**src/rtl/des_expand_mix.sv**
```systemverilog
// DES round-function front end: E expansion of R, XOR with the round subkey, two-stage valid/ready pipe.
// Optional per-group parity (out_par, in_k_par, par_err) is compiled in with `define DES_MIX_PARITY_EN.
module des_expand_mix #(
    parameter int TAG_W = 4
) (
    input  logic             clk,
    input  logic             rst_n,
    input  logic             in_valid,
    output logic             in_ready,
    input  logic [31:0]      in_r,
    input  logic [47:0]      in_k,
    input  logic [TAG_W-1:0] in_tag,
    input  logic             flush,
    output logic             out_valid,
    input  logic             out_ready,
    output logic [47:0]      out_mix,
    output logic [TAG_W-1:0] out_tag,
    output logic [15:0]      xfer_cnt
`ifdef DES_MIX_PARITY_EN
    ,
    input  logic [7:0]       in_k_par,
    output logic [7:0]       out_par,
    output logic             par_err
`endif
);

    // Group g feeds S-box g+1; each 4-bit nibble is flanked by its cyclic neighbours.
    function automatic logic [47:0] expand(input logic [31:0] r);
        logic [47:0] e;
        e = '0;
        for (int g = 0; g < 8; g++) begin
            e[47-6*g -: 6] = {r[(32-4*g)%32], r[31-4*g -: 4], r[(59-4*g)%32]};
        end
        return e;
    endfunction

    function automatic logic [7:0] group_xor(input logic [47:0] x);
        logic [7:0] p;
        p = '0;
        for (int g = 0; g < 8; g++) begin
            p[7-g] = ^x[47-6*g -: 6];
        end
        return p;
    endfunction

    logic             s1_valid_q, s1_valid_d;
    logic [31:0]      s1_r_q;
    logic [47:0]      s1_k_q;
    logic [TAG_W-1:0] s1_tag_q;
    logic             s2_valid_q, s2_valid_d;
    logic [47:0]      s2_mix_q;
    logic [TAG_W-1:0] s2_tag_q;
    logic [15:0]      xfer_cnt_q, xfer_cnt_d;

    logic xfer, s2_load, accept, advance;

    assign xfer     = s2_valid_q && out_ready;
    assign s2_load  = !s2_valid_q || xfer;
    assign in_ready = !s1_valid_q || s2_load;
    assign accept   = in_valid && in_ready;
    assign advance  = s2_load && s1_valid_q;

    always_comb begin
        s1_valid_d = s1_valid_q;
        s2_valid_d = s2_valid_q;
        xfer_cnt_d = xfer_cnt_q + {15'd0, xfer};
        if (flush) begin
            s1_valid_d = 1'b0;
            s2_valid_d = 1'b0;
        end else begin
            if (accept) begin
                s1_valid_d = 1'b1;
            end else if (advance) begin
                s1_valid_d = 1'b0;
            end
            if (s2_load) begin
                s2_valid_d = s1_valid_q;
            end
        end
    end

    always_ff @(posedge clk or negedge rst_n) begin
        if (!rst_n) begin
            s1_valid_q <= 1'b0;
            s2_valid_q <= 1'b0;
            xfer_cnt_q <= '0;
        end else begin
            s1_valid_q <= s1_valid_d;
            s2_valid_q <= s2_valid_d;
            xfer_cnt_q <= xfer_cnt_d;
        end
    end

    // Stage 1: operand capture
    always_ff @(posedge clk) begin
        if (accept) begin
            s1_r_q   <= in_r;
            s1_k_q   <= in_k;
            s1_tag_q <= in_tag;
        end
    end

    // Stage 2: expanded and key-mixed result
    always_ff @(posedge clk or negedge rst_n) begin
        if (!rst_n) begin
            s2_mix_q <= '0;
            s2_tag_q <= '0;
        end else if (advance) begin
            s2_mix_q <= expand(s1_r_q) ^ s1_k_q;
            s2_tag_q <= s1_tag_q;
        end
    end

`ifdef DES_MIX_PARITY_EN
    logic [7:0] s2_par_q;
    logic       par_err_q;
    logic       kpar_bad;

    // Each subkey group plus its parity bit must carry an odd number of ones.
    assign kpar_bad = ~&(group_xor(in_k) ^ in_k_par);

    always_ff @(posedge clk or negedge rst_n) begin
        if (!rst_n) begin
            s2_par_q  <= '0;
            par_err_q <= 1'b0;
        end else begin
            if (advance) begin
                s2_par_q <= group_xor(expand(s1_r_q) ^ s1_k_q);
            end
            if (accept && !flush && kpar_bad) begin
                par_err_q <= 1'b1;
            end
        end
    end

    assign out_par = s2_par_q;
    assign par_err = par_err_q;
`endif

    assign out_valid = s2_valid_q;
    assign out_mix   = s2_mix_q;
    assign out_tag   = s2_tag_q;
    assign xfer_cnt  = xfer_cnt_q;

endmodule

```
**config.mk**
```make
export PLATFORM = sky130hd
export DESIGN_NAME = des_expand_mix
export DESIGN_NICKNAME = d
export VERILOG_FILES = /design/src/rtl/des_expand_mix.sv
export SDC_FILE = /design/constraint.sdc
export NUM_CORES = 1
export LEC_CHECK = 0
export ABC_CLOCK_PERIOD_IN_PS = 13600
export CORE_ASPECT_RATIO = 0.75
export CORE_UTILIZATION = 50
export DETAILED_ROUTE_END_ITERATION = 16
export DONT_BUFFER_PORTS = 1
export PLACE_DENSITY = 0.71
export SLEW_MARGIN = 20
export SYNTH_ARGS = -nofsm -noshare
export SYNTH_HDL_FRONTEND = slang
export SYNTH_SLANG_ARGS = --single-unit
```
**constraint.sdc**
```tcl
create_clock -name clk -period 13.6 [get_ports clk]
set_clock_uncertainty 0.05 [all_clocks]
set_input_delay 2.04 -clock clk [delete_from_list [all_inputs] [get_ports clk]]
set_output_delay 2.04 -clock clk [all_outputs]
set_load 0.05 [all_outputs]
```
# --- Word-level counts from Yosys, hierarchy flattened ---
# Cells that the tools add are included.
word_totals:
  reg_bits: 154
  inputBits: 89
  output_inout_bits: 70
classes:
  addsub: 1
  muxes: 5
  n_bitwise: 1
  reduce_logical: 9
op_table:
  columns: ["operator", "count"]
  rows:
  - ["48-bit XOR", 1]
  - ["16-bit by 1-bit adder with 16-bit output", 1]
  - ["1-bit 2-to-1 mux", 5]
  - ["1-bit logical AND", 3]
  - ["3-bit nonzero test", 1]
  - ["1-bit zero test", 2]
  - ["1-bit logical OR", 2]
  - ["2-bit nonzero test", 1]

# --- Depth between registers and ports, before layout ---
# Gate-level depths: netlist (run 1).
depth:
  ltp_word: 6
  depth_mapped: 6
  mapped_depth_nobuf: 6

# --- Worst setup path before layout (run 1) ---
# Ideal clock, no wire load.
synth_timing:
  path_type: "input port to flip-flop"
  startpoint: "in out_ready"
  endpoint: "reg s1_k_q[0], enable pin"
  arrival_time_ns: 6.168
  required_ns: 12.996
  setup_slack_ns: 6.828
  path_stages: 2
  n_path_buf: 0
  cell_sequence: "nor2b_4 a21oi_1"
synth_between:
  elab_chain_cells: 4
synth_rtl:
  columns: ["item", "line_no", "text"]
  rows:
  - ["from (decl)", "15", "input logic out_ready,"]
  - ["1-bit logical AND", "57", "assign xfer = s2_valid_q && out_ready;"]
  - ["1-bit logical OR", "58", "assign s2_load = !s2_valid_q || xfer;"]
  - ["1-bit logical OR", "59", "assign in_ready = !s1_valid_q || s2_load;"]
  - ["1-bit logical AND", "60", "assign accept = in_valid && in_ready;"]
  - ["named net accept", "55", "logic xfer, s2_load, accept, advance;"]
  - ["to (signal assigned)", "98", "s1_k_q <= in_k;"]
  - ["to (decl)", "48", "logic [47:0] s1_k_q;"]
# The timed path passes the listed nets, and every way through them passes these cells.
# A chain may end at the register's enable or synchronous reset.

# --- Worst setup path in the final report (run 1) ---
layout_timing:
  startpoint: "in out_ready"
  endpoint: "out in_ready"
layout_between:
  elab_chain_cells: 3
layout_rtl:
  columns: ["item", "line_no", "text"]
  rows:
  - ["1-bit logical AND", "57", null]
  - ["1-bit logical OR", "58", null]
  - ["1-bit logical OR", "59", null]
  - ["to (decl)", "9", "output logic in_ready,"]
# No other way between the ends.

==> summary.md, run 1 <==
| Metric | Value |
|---|---|
| Max Cap Violations | 0 |
| Global-route wire length before repair | 14100 um |
| # DRC | 0 |
| Crit path kind | in -> out |
| Dpl hpwl | 5890 um |
| Worst-path clk slew | 0.06 ns |
| DRT Wirelength | 9230 um |
| Synth Flop Type | edfxtp_1 |
| Seq/Total Area, Yosys | 71.6% |
| Ports | 159 |
| Fillers | 871 |
| Crit-path max FO | 4 |
| Measured slew at the worst slew-check pin | 1.03 ns |
| CP max-delay cell | nand2_1 |
| CP Capture Point | in_ready |
| Gpl congestion | 0.708 |
| Peak VDD IR | 0.141 mV |
| Port bufs | 0 |
| Max-slew violation count | 0 |
| Core ar. | 11600 um2 |
| Area of the die | 12400 um2 |
| Cell count along the critical path | 2 |
| Cts bufs inserted | 17 |
| R2R Setup Slk | 11.18 ns |
| CP Launch Type | primary input |
| Reg-to-reg startpoint | out_valid$_DFFE_PN0P_ |
| RSZ-0062 raised after global routing | no |
| Critical path buffers and inverters | 0 |
| Die width | 128 um |
| Leak | 2.82 nW |
| Fmax | 217 MHz |
| Finished Layout Cells | 500 |
| Cts repair resizes | 0 |
| Top Family by Delay on Critical Path | simple AND/OR/NAND/NOR gates |
| Ys Warns | 0 |
| First-pass DRT Iterations | 4 |
| Chain of cells forming the critical path | nor2b_4 > nand2_1 |
| Fin crit period | 4.61 ns |
| DP Cell Count | 468 |
| Final net count | 418 |
| Setup TNS | 0 ns |
| Synth async-reset ratio | 45.5% |
| Synthesized cell area | 5970 um2 |
| Antenna Cells | 0 |
| Outcome | finished clean |
| Largest net degree at the start of global routing | 71 |
| Ratio of final minimum period to clock period | 33.9% |
| Initial antenna violation count | 0 |
| Worst-case clock buffer depth | 2 |
| Number of synthesized register bits | 154 |
| GRT Util Overall | 16.0% |
| Syn Area/Cell | 19.2 um2 |
| Root Driver | clkbuf_16 |
| Clk Latency, worst-skew pair | 0.41 ns |
| Multi-input gate area | 1580 um2 |
| Share of cells above drive strength 1 | 26.9% |
| Final global-route overflow total | 0 |
| Chip Height | 96.6 um |
| Synthesis-to-layout area growth | 13.3% |
| Post-CTS setup buffer count | 0 |
| Cells after Synth | 311 |
| WL per Instance | 18.5 um |
| Reg-to-Reg End | s1_r_q[27]$_DFFE_PP_ |
| Worst path required time | 11.51 ns |
| DRT antenna net count | 0 |
| Synthesized Nets | 403 |
| Hold Fails Final Rpt | 0 |
| Clock Sinks | 154 |
| Vias in the first global route | 2584 |
| Initial core utilization | 51.4% |
| Reg2Reg Depth | 4 |
| Max incr delay on CP | 0.33 ns |
| Worst Setup SP | out_ready |
| Hold buffers post-CTS | 0 |
| Via count | 2570 |
| Row cnt | 34 |
| Netlist cell types | 24 |
| Hold path cells | 1 |
| Post-DR vias/cell | 5.14 |
| Hold Crit Class | reg -> reg |
| Final setup violation count | 0 |
| Drt first-iter violations | 80 |
| Post-synth EDFFs | 84 |
| Worst path arrival time | 2.52 ns |
| CTS tree | yes |
| Critical Path End Type | output pin |
| PD cells | 198 nW/um2 |
| Register area | 4270 um2 |
| Number of H-tree levels | 4 |
| Rel. slew slack | 31.3% |
==> how the worst min path moves through the flow <==
stage / startpoint / end / slack, ns
finish: s1_tag_q[3]$_DFFE_PP_ / out_tag[3]$_DFFE_PN0P_ / 0.43
floorplan: s1_tag_q[3]$_DFFE_PP_ / out_tag[3]$_DFFE_PN0P_ / 0.41
global placement: s1_tag_q[3]$_DFFE_PP_ / out_tag[3]$_DFFE_PN0P_ / 0.41
global route: s1_tag_q[1]$_DFFE_PP_ / out_tag[1]$_DFFE_PN0P_ / 0.46
detailed placement: s1_tag_q[1]$_DFFE_PP_ / out_tag[1]$_DFFE_PN0P_ / 0.42
CTS: s1_tag_q[1]$_DFFE_PP_ / out_tag[1]$_DFFE_PN0P_ / 0.43
==> Yosys cell counts, types with 2 or more instances <==
cell type,number,area (um2)
a21oi_1,2,10.0
and2_1,2,12.5
and4_1,3,26.3
buf_12,5,100
dfrtp_1,70,1750
edfxtp_1,84,2520
ha_1,3,37.5
inv_1,2,7.51
mux2_2,2,22.5
mux2_4,50,751
nand2_1,4,15.0
nand3_1,4,20.0
nand4_1,6,37.5
nor2_1,3,11.3
nor4_2,2,25.0
xnor2_1,8,70.1
xor2_1,54,473
==> cell families after synthesis <==
group                      share of synthesized area, %
buffers and inverters                              1.99
and+or+nand+nor                                    3.50
xor gates and xnor gates                           9.10
muxes                                              13.0
AOI/OAI and AO/OA                                 0.168
adders and majority gates                         0.629
DFF                                                71.6
==> placed cells by master (no fill, tap or decap), drive strengths merged <==
cell and count:
ha 3, xor2 54, nand3 5, buf 2, a21oi 2, nand2b 1, xnor2 8, nand4 7
inv 4, mux2 52, nor3 1, nor4 3, clkinv 1, clkinvlp 2, and4 3, dfrtp 70
nand2 4, clkbuf 21, and2 2, nor2b 1, edfxtp 84, nor2 3, bufinv 5
==> routing by layer <==
metal / GRT usage, % / part of all wire, %
met5: 0 / 0
met4: 7.35 / 1.5
met3: 9.14 / 10
met2: 24.3 / 46
met1: 18.3 / 43
==> state kept, by name, indices dropped and copies added, names as in the netlist <==
signal,count
s1_valid_q,1
xfer_cnt,16
out_mix,48
s1_tag_q,4
out_valid,1
s1_k_q,48
s1_r_q,32
out_tag,4
==> area by class of cell <==
cell class	count	share of cell area [%]
Sequential cell	154	63.2
Multi-Input combinational cell	149	23.4
Clock buffer	21	6.96
Tap cell	162	3.00
Clock inverter	10	2.78
Timing Repair Buffer	2	0.518
Inverter	2	0.111
==> worst register-to-register path, stage by stage, from the launching register on <==
cell     delay (ns)
dfrtp_1        0.56
nor2b_4        0.24
a21oi_4        0.40
buf_16         0.24
buf_4          0.54
==> report_power, final <==
part	switching (mW)	internal [mW]	total, mW
logic	0.0252	0.0573	0.0826
registers	0.191	0.548	0.739
clock network	0.180	0.340	0.520
total	0.396	0.946	1.34
==> metrics by stage <==
stage | power (mW) | hold slack (ns) | area (um2) | util, % | setup slack (ns)
after global routing | 1.39 | 0.458 | 6760 | 58.2 | 8.95
after CTS | 1.36 | 0.430 | 6730 | 58.0 | 8.99
final | 1.34 | 0.432 | 6760 | 58.2 | 8.99
after detailed placement | 0.831 | 0.415 | 6080 | 52.3 | 8.99
after floorplan | 0.811 | 0.405 | 5970 | - | 6.83
after global placement | 0.825 | 0.408 | 6080 | 52.3 | 8.99
Note: power is estimated with default switching activity, not from simulation.
==> run 2: changes to the inputs <==
--- a/config.mk
+++ b/config.mk
@@ -5,12 +5,12 @@
 export SDC_FILE = /design/constraint.sdc
 export NUM_CORES = 1
 export LEC_CHECK = 0
-export ABC_CLOCK_PERIOD_IN_PS = 13600
+export ABC_CLOCK_PERIOD_IN_PS = 4000
 export CORE_ASPECT_RATIO = 0.75
 export CORE_UTILIZATION = 50
 export DETAILED_ROUTE_END_ITERATION = 16
 export DONT_BUFFER_PORTS = 1
-export PLACE_DENSITY = 0.71
+export PLACE_DENSITY = 0.74
 export SLEW_MARGIN = 20
 export SYNTH_ARGS = -nofsm -noshare
 export SYNTH_HDL_FRONTEND = slang
==> constraint.sdc (replaced) <==
create_clock -name clk -period 4 [get_ports clk]
set_clock_uncertainty 0.05 [all_clocks]
set_input_delay 0.6 -clock clk [delete_from_list [all_inputs] [get_ports clk]]
set_output_delay 0.6 -clock clk [all_outputs]
set_load 0.05 [all_outputs]
==> summary.md, run 2 (synthesis gave the netlist of run 1 again) <==
| Metric | Value |
|---|---|
| Sw frac | 30.2% |
| Commonest non-fill, non-tap cell in the layout | edfxtp_1 |
| Hold Fails Final Rpt | 0 |
| First-pass DRT Iterations | 4 |
| Measured slew at the worst slew-check pin | 1.02 ns |
| NetSw | 1.34 mW |
| Hold Crit Class | in -> async |
| # DRC | 0 |
| Worst path required time | 4.23 ns |
| CP Launch Type | flip-flop |
| CTS tree | yes |
| Synthesis-to-layout area growth | 12.7% |
| Worst-path clk slew | 0.06 ns |
| Share of cells above drive strength 1 | 26.2% |
| Row cnt | 34 |
| Gpl congestion | 0.737 |
| Register share of total power | 56.5% |
| Final global-route overflow total | 0 |
| Crit-path max FO | 52 |
| Clk network pwr share | 36.9% |
| Pwr Total | 4.45 mW |
| Via count | 2585 |
| Reg-to-reg startpoint | out_valid$_DFFE_PN0P_ |
| Peak VDD IR | 0.411 mV |
| Crit path kind | reg -> reg |
| Max-slew violation count | 0 |
| Die width | 128 um |
| Reg2Reg Depth | 3 |
| Fin crit period | 2.39 ns |
| Pint | 3.10 mW |
| DRT antenna net count | 0 |
| PD cells | 661 nW/um2 |
| Chip Height | 96.6 um |
| Global-route wire length before repair | 13600 um |
| DRT Wirelength | 9190 um |
| Vias in the first global route | 2546 |
| Root Driver | clkbuf_16 |
| R2R Setup Slk | 1.61 ns |
| Initial core utilization | 51.4% |
| Largest net degree at the start of global routing | 71 |
| Antenna Cells | 0 |
| Setup TNS | 0 ns |
| RSZ-0062 raised after global routing | no |
| Clk Latency, worst-skew pair | 0.40 ns |
| Max Cap Violations | 0 |
| Leak | 2.79 nW |
| Number of H-tree levels | 4 |
| Area of the die | 12400 um2 |
| Drt first-iter violations | 102 |
| Fmax | 418 MHz |
| Post-DR vias/cell | 5.15 |
| Clock Sinks | 154 |
| Initial antenna violation count | 0 |
| Core ar. | 11600 um2 |
| GRT Util Overall | 15.1% |
| Final setup violation count | 0 |
| Dpl hpwl | 6040 um |
| Most frequent cells in the layout | edfxtp_1, dfrtp_1, xor2_1 |
| Logic pwr share | 6.6% |
| WL per Instance | 18.3 um |
| Rel. slew slack | 31.9% |
| Ports | 159 |
| Final net count | 419 |
| Worst-case clock buffer depth | 2 |
| Critical Path End Type | flip-flop |
| Port bufs | 0 |
| Reg-to-Reg End | out_tag[3]$_DFFE_PN0P_ |
| Cts bufs inserted | 17 |
| Outcome | finished clean |
| Worst path arrival time | 2.62 ns |
| Ratio of final minimum period to clock period | 59.8% |
run 2: cell types whose count changed in the layout (fill, tap and decap cells not counted):
cell,change
buf_4,+1
bufinv_16,-1
clkinvlp_4,+2
clkbuf_1,+3
clkinv_1,+1
clkinv_2,-1
clkbuf_8,-3
run 2: how the worst max path moves through the flow:
stage                                startpoint                      to  slack (ns)  cells after the start
final                     out_valid$_DFFE_PN0P_  out_tag[3]$_DFFE_PN0P_        1.61                      3
after global routing      out_valid$_DFFE_PN0P_  out_tag[3]$_DFFE_PN0P_        1.53                      3
after CTS                 out_valid$_DFFE_PN0P_  out_tag[3]$_DFFE_PN0P_        1.60                      3
after detailed placement  out_valid$_DFFE_PN0P_  out_tag[3]$_DFFE_PN0P_        1.59                      3
after global placement    out_valid$_DFFE_PN0P_  out_tag[3]$_DFFE_PN0P_        1.65                      3
after floorplan           out_valid$_DFFE_PN0P_     s1_k_q[0]$_DFFE_PP_        0.43                      2
run 2: routing by layer:
metal | GRT usage [%] | up-vias | wire length (um)
met4 | 6.18 | 0 | 130
met2 | 22.7 | 114 | 4160
met5 | 0 | - | 0
met3 | 8.20 | 11 | 948
met1 | 18.3 | 1308 | 3940
li1 | - | 1152 | -
run 2: stage by stage:
stage	hold WS (ns)	instances	util, %	area, um2	setup slack [ns]
after detailed placement	0.256	469	52.4	6080	1.59
final	0.0385	502	57.9	6720	1.61
after global placement	0.256	469	52.4	6080	1.65
after floorplan	0.254	311	-	5970	0.430
after global routing	0.0414	502	57.9	6720	1.53
after CTS	0.0394	502	57.9	6720	1.60
run 2: cell type report:
| cell class | count | area (um2) |
|---|---|---|
| Timing Repair Buffer | 3 | 42.5 |
| Sequential cell | 154 | 4270 |
| Clock buffer | 21 | 440 |
| Clock inverter | 11 | 171 |
| Multi-Input combinational cell | 149 | 1580 |
| Tap cell | 162 | 203 |
| Inverter | 2 | 7.51 |
| Fill cell | 868 | 4890 |
run 2: timing repair:
action,4_1_cts,5_1_grt
buffers inserted,0,0
endpoints found under the setup margin,0,0
hold endpoints to repair,70,0
gates resized for setup,0,0
hold buffers,1,0
run 2: power groups by stage:
stage / Combinational [mW] / Clock, mW / Sequential (mW)
6_report: 0.293 / 1.64 / 2.51
5_1_grt: 0.320 / 1.75 / 2.54
4_1_cts: 0.300 / 1.68 / 2.52
3_5_place_dp: 0.283 / 0 / 2.54
3_3_place_gp: 0.268 / 0 / 2.54
2_1_floorplan: 0.261 / 0 / 2.49
run 2: worst max-delay path: stages (launching register included):
cell and delay, ns:
dfrtp_1 0.64, nor2b_4 0.30, nand2b_4 0.80, mux2_2 0.41
